--- src/rtl/reg_bank.sv ---
// Multi-word register bank: one byte-masked write port, two registered read
// ports that see the post-write (write-first) state, and a synchronous clear.
module reg_bank #(
   parameter int WIDTH  = 32,
   parameter int DEPTH  = 8,
   parameter int ADDR_W = 3
) (
   input  logic                 clk,
   input  logic                 reset,
   input  logic                 clr,
   input  logic                 we,
   input  logic [ADDR_W-1:0]    waddr,
   input  logic [WIDTH-1:0]     wdata,
   input  logic [WIDTH/8-1:0]   wbe,
   input  logic                 ren_a,
   input  logic [ADDR_W-1:0]    raddr_a,
   output logic [WIDTH-1:0]     rdata_a,
   input  logic                 ren_b,
   input  logic [ADDR_W-1:0]    raddr_b,
   output logic [WIDTH-1:0]     rdata_b
);

   localparam int NB = WIDTH / 8;

   logic [WIDTH-1:0] mem    [DEPTH];
   logic [WIDTH-1:0] mem_nx [DEPTH];
   logic [WIDTH-1:0] rd_a_nx;
   logic [WIDTH-1:0] rd_b_nx;

   function automatic logic [WIDTH-1:0] byte_merge(
      input logic [WIDTH-1:0] old_w,
      input logic [WIDTH-1:0] new_w,
      input logic [NB-1:0]    be
   );
      logic [WIDTH-1:0] res;
      res = old_w;
      for (int b = 0; b < NB; b++) begin
         if (be[b]) res[8*b +: 8] = new_w[8*b +: 8];
      end
      return res;
   endfunction

   // Out-of-range addresses never match an entry, so they read as 0.
   function automatic logic [WIDTH-1:0] read_sel(
      input logic [ADDR_W-1:0] addr,
      input logic [WIDTH-1:0]  words [DEPTH]
   );
      logic [WIDTH-1:0] res;
      res = '0;
      for (int i = 0; i < DEPTH; i++) begin
         if (addr == ADDR_W'(i)) res = words[i];
      end
      return res;
   endfunction

   always_comb begin
      for (int i = 0; i < DEPTH; i++) begin
         mem_nx[i] = mem[i];
         if (clr) begin
            mem_nx[i] = '0;
         end else if (we && (waddr == ADDR_W'(i))) begin
            mem_nx[i] = byte_merge(mem[i], wdata, wbe);
         end
      end
      rd_a_nx = read_sel(raddr_a, mem_nx);
      rd_b_nx = read_sel(raddr_b, mem_nx);
   end

   // Register update and read-port capture share one edge.
   always_ff @(posedge clk or negedge reset) begin
      if (!reset) begin
         for (int i = 0; i < DEPTH; i++) mem[i] <= '0;
         rdata_a <= '0;
         rdata_b <= '0;
      end else begin
         for (int i = 0; i < DEPTH; i++) mem[i] <= mem_nx[i];
         if (ren_a) rdata_a <= rd_a_nx;
         if (ren_b) rdata_b <= rd_b_nx;
      end
   end

endmodule

--- config.mk ---
export PLATFORM = sky130hd
export DESIGN_NAME = reg_bank
export DESIGN_NICKNAME = d
export VERILOG_FILES = /design/src/rtl/reg_bank.sv
export SDC_FILE = /design/constraint.sdc
export NUM_CORES = 1
export LEC_CHECK = 0
export CAP_MARGIN = 40
export CORE_MARGIN = 8
export CORE_UTILIZATION = 43
export CTS_CLUSTER_SIZE = 28
export DETAILED_ROUTE_END_ITERATION = 7
export GPL_TIMING_DRIVEN = 0
export SETUP_SLACK_MARGIN = 0.15
export SYNTH_ARGS = -nofsm -noshare
export SYNTH_HDL_FRONTEND = slang
export SYNTH_SLANG_ARGS = --single-unit
--- constraint.sdc ---
create_clock -name clk -period 1.75 [get_ports clk]
set_input_delay 0.175 -clock clk [delete_from_list [all_inputs] [get_ports clk]]
set_output_delay 0.175 -clock clk [all_outputs]
set_load 0.005 [all_outputs]
==> impl_results.md, run 1 <==
- Clock Tree Root: clkbuf_16
- Synthesized area: 17700 µm²
- #FFs+latches synth: 320
- Fill count: 3579
- Synthesized area per cell: 9.67 µm²
- CP endpoint kind: register
- Predominant post-synthesis flop cell: dfrtp_1
- Core Rows: 74
- Initial antenna violation count: 1
- Die Area: 47800 µm²
- Syn-to-layout area delta: 30.6%
- WL final: 75.6 mm
- Placed insts: 2471
- DRC Markers: 0
- Top cells by area, synth: dfrtp_1 (45%), mux2i_1 (9.7%), o221ai_1 (7.9%), o21ai_0 (5.6%), nor2_1 (4.9%)
- I/O Pins: 115
- Global-route wire length before repair: 111 mm
- Gpl congestion: 0.961
- Clock-pin slew on the worst setup and hold paths: 60 ps
- Number of global-route vias before repair: 16900
- Diode count: 0
- Depth of the CTS H-tree: 2
- Slew HR: 0.345
- Post-synth cell types: 56
- Min Tclk post-route: 1640 ps
- Longest Clk Path Bufs: 3
- Peak VDD IR: 0.642 mV
- Ys Warns: 0
- Core area: 40700 µm²
- Vias: 17000
- Psw: 0.00521 W
- Worst Hold Class: in2async
- Maxcap violations: 0
- Initial DRC count: 1991
- Register share of total power: 0.407
- Die height: 219 µm
- Synth Area in Compound Gates: 0.247
- Share of post-route cells with drive strength above 1: 0.251
- Power per cell area: 820 nW/µm²
- TNS Setup: 0 ps
- DRT Pass-1 Iters: 8
- Simple-gate portion of the synthesized area: 0.134
- CP arrival: 2070 ps
- Clk sink count: 320
- TritonCTS Buffers: 38
- Part of the Yosys area used for sequential elements: 0.453
- Total overflow reported by the global router: 0
- GRT Overall Usage: 0.308
- Starting Density: 0.434
- Buffers on Ports: 103
- Post-synthesis mux area share: 0.124
- RSZ-0062 raised after global routing: yes
- Endpoints failing setup: 0
- Worst Path Required: 2180 ps
- Setup ws final: 107 ps
- Status: completed
- WS Path Type: in2reg
- Layout Skew: 21.8 ps
- Area share of fa/ha/maj cells after synthesis: 0
- Switching Fraction: 0.275
- Dpl ws: -1370 ps
- Fmax: 609 MHz
- Final std cells w/o fill: 2571
- Commonest cells in the netlist: dfrtp_1 (320), nor2_1 (231), o21ai_0 (199)
- Leak: 9.57 nW
- Period utilisation layout: 0.939
- Final hold viol count: 0
- WL per Instance: 29.4 µm
- Post-synthesis xor/xnor area fraction: 0
- Synth area leader: dfrtp_1
- Mapped Nets: 1879
- Combinational share of power: 0.144
- Worst Tran Pin Value: 983 ps
- Fin. max-slew vios: 0
- Worst setup SP type: input port
- Fin util: 0.567
- Async S/R FF share, synth: 1.00
- Die X: 219 µm
- Nets@finish: 2063
- Vias per cell: 6.62
- Post-Synthesis Cells: 1828
- Most common cell in the netlist: dfrtp_1
- Largest net degree at the start of global routing: 114
- Crit Path Max Fanout: 10
- Synth top area share: 0.453
- CTS tree: built
- Detailed Place HPWL: 52.9 mm
- Post-synth EDFFs: 0
- Clk_lat worst skew: 560 ps
- Clock power share: 0.449
- Internal power: 0.0137 W
- Largest family of logic cells by synthesized area: compound AO/OA/AOI/OAI gates
- Post-detailed-route count of antenna-violating nets: 0
==> sequential cells by signal, indices dropped and copies added (netlist names) <==
signal,flops
mem,256
rdata_a,32
rdata_b,32
==> power groups by stage <==
stage | logic [W] | registers [W] | clock network [W]
final | 0.00272 | 0.00771 | 0.00850
after global placement | 0.00238 | 0.00785 | 0
after detailed placement | 0.00244 | 0.00784 | 0
after floorplan | 0.00114 | 0.00781 | 0
after global routing | 0.00286 | 0.00772 | 0.00888
after CTS | 0.00257 | 0.00771 | 0.00859
==> metal layers <==
metal	vias to the layer above	part of all wire	GRT usage	routed length, µm
li1	7268	-	-	-
met1	8585	0.41	0.412	31100
met2	967	0.45	0.474	34300
met3	209	0.088	0.0626	6650
met4	2	0.048	0.145	3600
met5	-	0.00019	0	14
==> final timing paths <==
kind / startpoint / endpoint / slack, ps / cells after the start
hold / removal: reset / mem[35]$_DFF_PN0_ / 40 / 2
max in group asynchronous: reset / mem[244]$_DFF_PN0_ / 480 / 4
hold reg to reg: rdata_a[6]$_DFFE_PN0P_ / rdata_a[6]$_DFFE_PN0P_ / 520 / 2
setup / recovery: waddr[1] / rdata_b[22]$_DFFE_PN0P_ / 110 / 9
min in group clk: wdata[15] / mem[47]$_DFF_PN0_ / 180 / 3
setup reg to reg: mem[184]$_DFF_PN0_ / rdata_b[24]$_DFFE_PN0P_ / 270 / 4
==> per-stage QoR <==
stage          hold WS, ps  area, µm²  power, W
2_1_floorplan         -121      18000   0.00896
3_3_place_gp           515      19700    0.0102
3_5_place_dp          22.7      19800    0.0103
4_1_cts               33.3      22500    0.0189
5_1_grt               65.2      23100    0.0195
6_report              44.0      23100    0.0189
==> kinds of logic (layout without fill, tap and decap cells) <==
kind of cell / after synthesis / count (layout)
muxes: 214 / 214
and+or+nand+nor: 461 / 462
DFF: 320 / 320
AOI/OAI and AO/OA: 658 / 658
buffers and inverters: 175 / 385
==> what timing repair did <==
item	CTS	global route
setup endpoints to repair	370	122
resized for setup	398	153
pin swaps	44	27
buffers inserted	26	6
hold buffers	1	0
gates cloned	0	2
endpoints found under the hold margin	238	0
==> layout make-up <==
class / instances / area (µm²) / area share
multi-input cells: 1334 / 10400 / 0.449
repair buffers: 145 / 1500 / 0.0650
well taps: 532 / 666 / 0.0288
clock buffers: 57 / 1130 / 0.0491
plain buffers: 162 / 1190 / 0.0518
clock inverters: 10 / 179 / 0.00775
flip-flops and latches: 320 / 8010 / 0.347
inverters: 11 / 41.3 / 0.00179
==> layout by cell type (no fill, tap or decap), types with 10 or more instances in the layout <==
cell type	instances
buf_2	22
mux2i_1	117
inv_1	11
mux2_2	23
clkbuf_16	40
clkbuf_1	37
mux2i_4	19
a221oi_2	22
mux2i_2	36
nand2_1	22
buf_12	17
a21boi_0	21
and2_1	14
o221ai_2	21
buf_6	15
dlygate4sd2_1	61
a31oi_1	24
o21ai_0	171
clkbuf_2	39
nor2_4	21
clkbuf_8	16
o21a_1	16
buf_4	37
nor2b_1	40
nor2_1	225
buf_8	12
o21ai_1	64
o22ai_1	22
mux2_4	19
and3_1	26
clkbuf_4	29
a21oi_1	78
nand3_1	29
a21o_1	10
dfrtp_1	320
clkdlybuf4s50_1	24
o221ai_1	133
==> worst max-delay path, cell delays in order <==
cell and delay [ps]:
clkbuf_4 180, buf_8 180, nand3b_4 230, nor2_4 180, buf_12 160, mux2i_2 330
o221ai_1 190, a31oi_1 320, o21ai_1 100
(Power assumes the default switching activity.)
==> inputs of run 2 (changes only) <==
Settings changed: CORE_UTILIZATION 43 to 30.
==> run 2 against run 1 <==
  * Global-route usage fell by 8.7 points
  * Routed wire length rose by 1.4%
  * Power fell by 0.84%
  * Non-clock buffer count rose by 15
  * Die area rose by 40%
  * Combinational power barely moved
==> impl_results.md, run 2 (synthesis results as in run 1) <==
- CP endpoint kind: register (unchanged)
- Starting Density: 0.301 (was 0.434)
- Core area: 58700 µm² (was 40700 µm²)
- I/O Pins: 115 (unchanged)
- Post-detailed-route count of antenna-violating nets: 0 (unchanged)
- RSZ-0062 raised after global routing: yes (unchanged)
- Gpl congestion: 0.956 (was 0.961)
- Largest register by flop count: mem (unchanged)
- Internal power: 0.0134 W (was 0.0137 W)
- Global-route wire length before repair: 113 mm (was 111 mm)
- Detailed Place HPWL: 54.0 mm (was 52.9 mm)
- Nets@finish: 2078 (was 2063)
- Biggest regs: mem x256, rdata_a x32, rdata_b x32 (unchanged)
- Period utilisation layout: 0.917 (was 0.939)
- Clock-pin slew on the worst setup and hold paths: 60 ps (about the same)
- R2R depth: 5 (was 4)
- Worst Path Required: 2200 ps (was 2180 ps)
- Core Rows: 89 (was 74)
- Layout Skew: 13.0 ps (was 21.8 ps)
- DRT Pass-1 Iters: 7 (was 8)
- Switching Fraction: 0.286 (was 0.275)
- Max reg flops: 256 (unchanged)
- Crit Path Max Fanout: 10 (unchanged)
- Crit-path cells: dlygate4sd2_1 > buf_6 > nand2b_2 > or2_4 > buf_2 > o22ai_2 > nor3_2 > o21ai_1 (was clkbuf_4 > buf_8 > nand3b_4 > nor2_4 > buf_12 > mux2i_2 > o221ai_1 > a31oi_1 > o21ai_1)
- Die Area: 66900 µm² (was 47800 µm²)
- Fmax: 623 MHz (was 609 MHz)
- CTS tree: built (unchanged)
- Min Tclk post-route: 1610 ps (was 1640 ps)
- Setup ws final: 145 ps (was 107 ps)
- Die X: 259 µm (was 219 µm)
- Critical path depth: 8 (was 9)
- Worst path max stage delay: 330 ps (about the same)
- Share of post-route cells with drive strength above 1: 0.269 (was 0.251)
- WS Path Type: in2reg (unchanged)
- Vias per cell: 6.04 (was 6.62)
- Clock power share: 0.443 (was 0.449)
- Clk sink count: 320 (unchanged)
- Final hold viol count: 0 (unchanged)
- WL final: 76.6 mm (was 75.6 mm)
- TritonCTS Buffers: 39 (was 38)
- Vias: 17100 (was 17000)
- Endpoints failing setup: 0 (unchanged)
- Fin. max-slew vios: 0 (unchanged)
- Initial antenna violation count: 4 (was 1)
- WHS Path Cells: 4
- Worst setup SP type: input port (unchanged)
- Most frequent cells in the layout: dfrtp_1 (319), nor2_1 (225), o21ai_0 (171), o221ai_1 (135), mux2i_1 (98) (was dfrtp_1 (320), nor2_1 (225), o21ai_0 (171), o221ai_1 (133), mux2i_1 (117))
- TNS Setup: 0 ps (unchanged)
- Worst Hold Class: in2reg (was in2async)
- Longest Clk Path Bufs: 3 (unchanged)
- Critical path buffers and inverters: 3 (unchanged)
- Psw: 0.00538 W (was 0.00521 W)
- CP arrival: 2050 ps (was 2070 ps)
- Die height: 259 µm (was 219 µm)
- Leading cell type in the layout, fill and taps excluded: dfrtp_1 (unchanged)
- Status: completed (unchanged)
- Depth of the CTS H-tree: 2 (unchanged)
- Clk_lat worst skew: 580 ps (was 560 ps)
- Worst Tran Pin Value: 896 ps (was 983 ps)
- DRC Markers: 0 (unchanged)
- Peak VDD IR: 0.644 mV (was 0.642 mV)
- Total overflow reported by the global router: 0 (unchanged)
- Register share of total power: 0.412 (was 0.407)
- Largest net degree at the start of global routing: 122 (was 114)
- Maxcap violations: 0 (unchanged)
- Power per cell area: 798 nW/µm² (was 820 nW/µm²)
- WL per Instance: 27.1 µm (was 29.4 µm)
- Combinational share of power: 0.145 (was 0.144)
- Clock Tree Root: clkbuf_16 (unchanged)
- CP top delay family: buffers and inverters (was compound AO/OA/AOI/OAI gates)
- Slew HR: 0.403 (was 0.345)
- Dpl ws: -1420 ps (was -1370 ps)
- Number of global-route vias before repair: 17100 (was 16900)
- Initial DRC count: 2039 (was 1991)
- CP max stage cell: buf_2 (was mux2i_2)
- Leak: 9.53 nW (was 9.57 nW)
- Syn-to-layout area delta: 33.1% (was 30.6%)
- Buffers on Ports: 103 (unchanged)
- GRT Overall Usage: 0.220 (was 0.308)
[run 2: cell types whose count changed in the layout (fill, tap and decap cells not counted), sizes merged, moves of 2 or more]
| cell | before | now |
|---|---|---|
| buf | 108 | 123 |
| dlygate4sd2 | 61 | 66 |
| clkinvlp | 0 | 4 |
| bufinv | 5 | 2 |
| diode | 0 | 3 |
| clkdlybuf4s50 | 24 | 22 |
| dlymetal6s2s | 5 | 3 |
[run 2: power groups by stage]
stage                     clock, W  combinational, W  sequential (W)
after floorplan                  0           0.00114         0.00781
after global placement           0           0.00237         0.00788
after detailed placement         0           0.00242         0.00786
after CTS                  0.00837           0.00259         0.00773
after global routing       0.00871           0.00286         0.00775
final                      0.00832           0.00272         0.00773
[run 2: metal layers]
layer / wire [µm] / vias up / GRT usage
met1: 30900 / 8526 / 0.282
met3: 7130 / 229 / 0.0523
met4: 3670 / 4 / 0.109
met5: 27 / - / 0
li1: - / 7294 / -
met2: 34900 / 1046 / 0.346
[run 2: worst register-to-register path, cell delays in order (launching register included)]
cell and delay, ps:
dfrtp_1 360, o21ai_0 70, a21oi_1 190, o22a_1 280, a221oi_2 310, o22ai_1 140
[run 2: worst paths after layout]
kind,end,slack [ps],from
max,rdata_a[6]$_DFFE_PN0P_,140,raddr_a[1]
max in group asynchronous,mem[14]$_DFF_PN0_,480,reset
min in group asynchronous,mem[35]$_DFF_PN0_,170,reset
min,mem[222]$_DFF_PN0_,100,waddr[0]
max reg2reg,rdata_a[23]$_DFFE_PN0P_,280,mem[119]$_DFF_PN0_
min reg2reg,rdata_b[18]$_DFFE_PN0P_,520,rdata_b[18]$_DFFE_PN0P_
[run 2: repair_timing]
item,CTS,global route
buffers inserted,41,7
hold buffers,1,0
resized for setup,428,139
endpoints found under the hold margin,96,0
pin swaps,52,25
setup endpoints to repair,367,136
[run 2: per-stage QoR]
step	util	instance area (µm²)	hold WS [ps]	power (W)	instances
2_1_floorplan	-	18000	-121	0.00896	1828
3_3_place_gp	0.340	20000	514	0.0102	2704
3_5_place_dp	0.342	20100	289	0.0103	2712
4_1_cts	0.392	23000	70.0	0.0187	2821
5_1_grt	0.401	23500	117	0.0193	2829
6_report	0.401	23500	105	0.0188	2831
[run 2: layout make-up]
cell class / instances / area (µm²)
Fill cell: 5670 / 35200
Antenna cell: 3 / 7.51
Multi-Input combinational cell: 1333 / 10500
Tap cell: 773 / 967
Clock buffer: 57 / 1150
Sequential cell: 320 / 8010
Timing Repair Buffer: 160 / 1570
Inverter: 11 / 41.3
Buffer: 162 / 1150
Clock inverter: 12 / 135
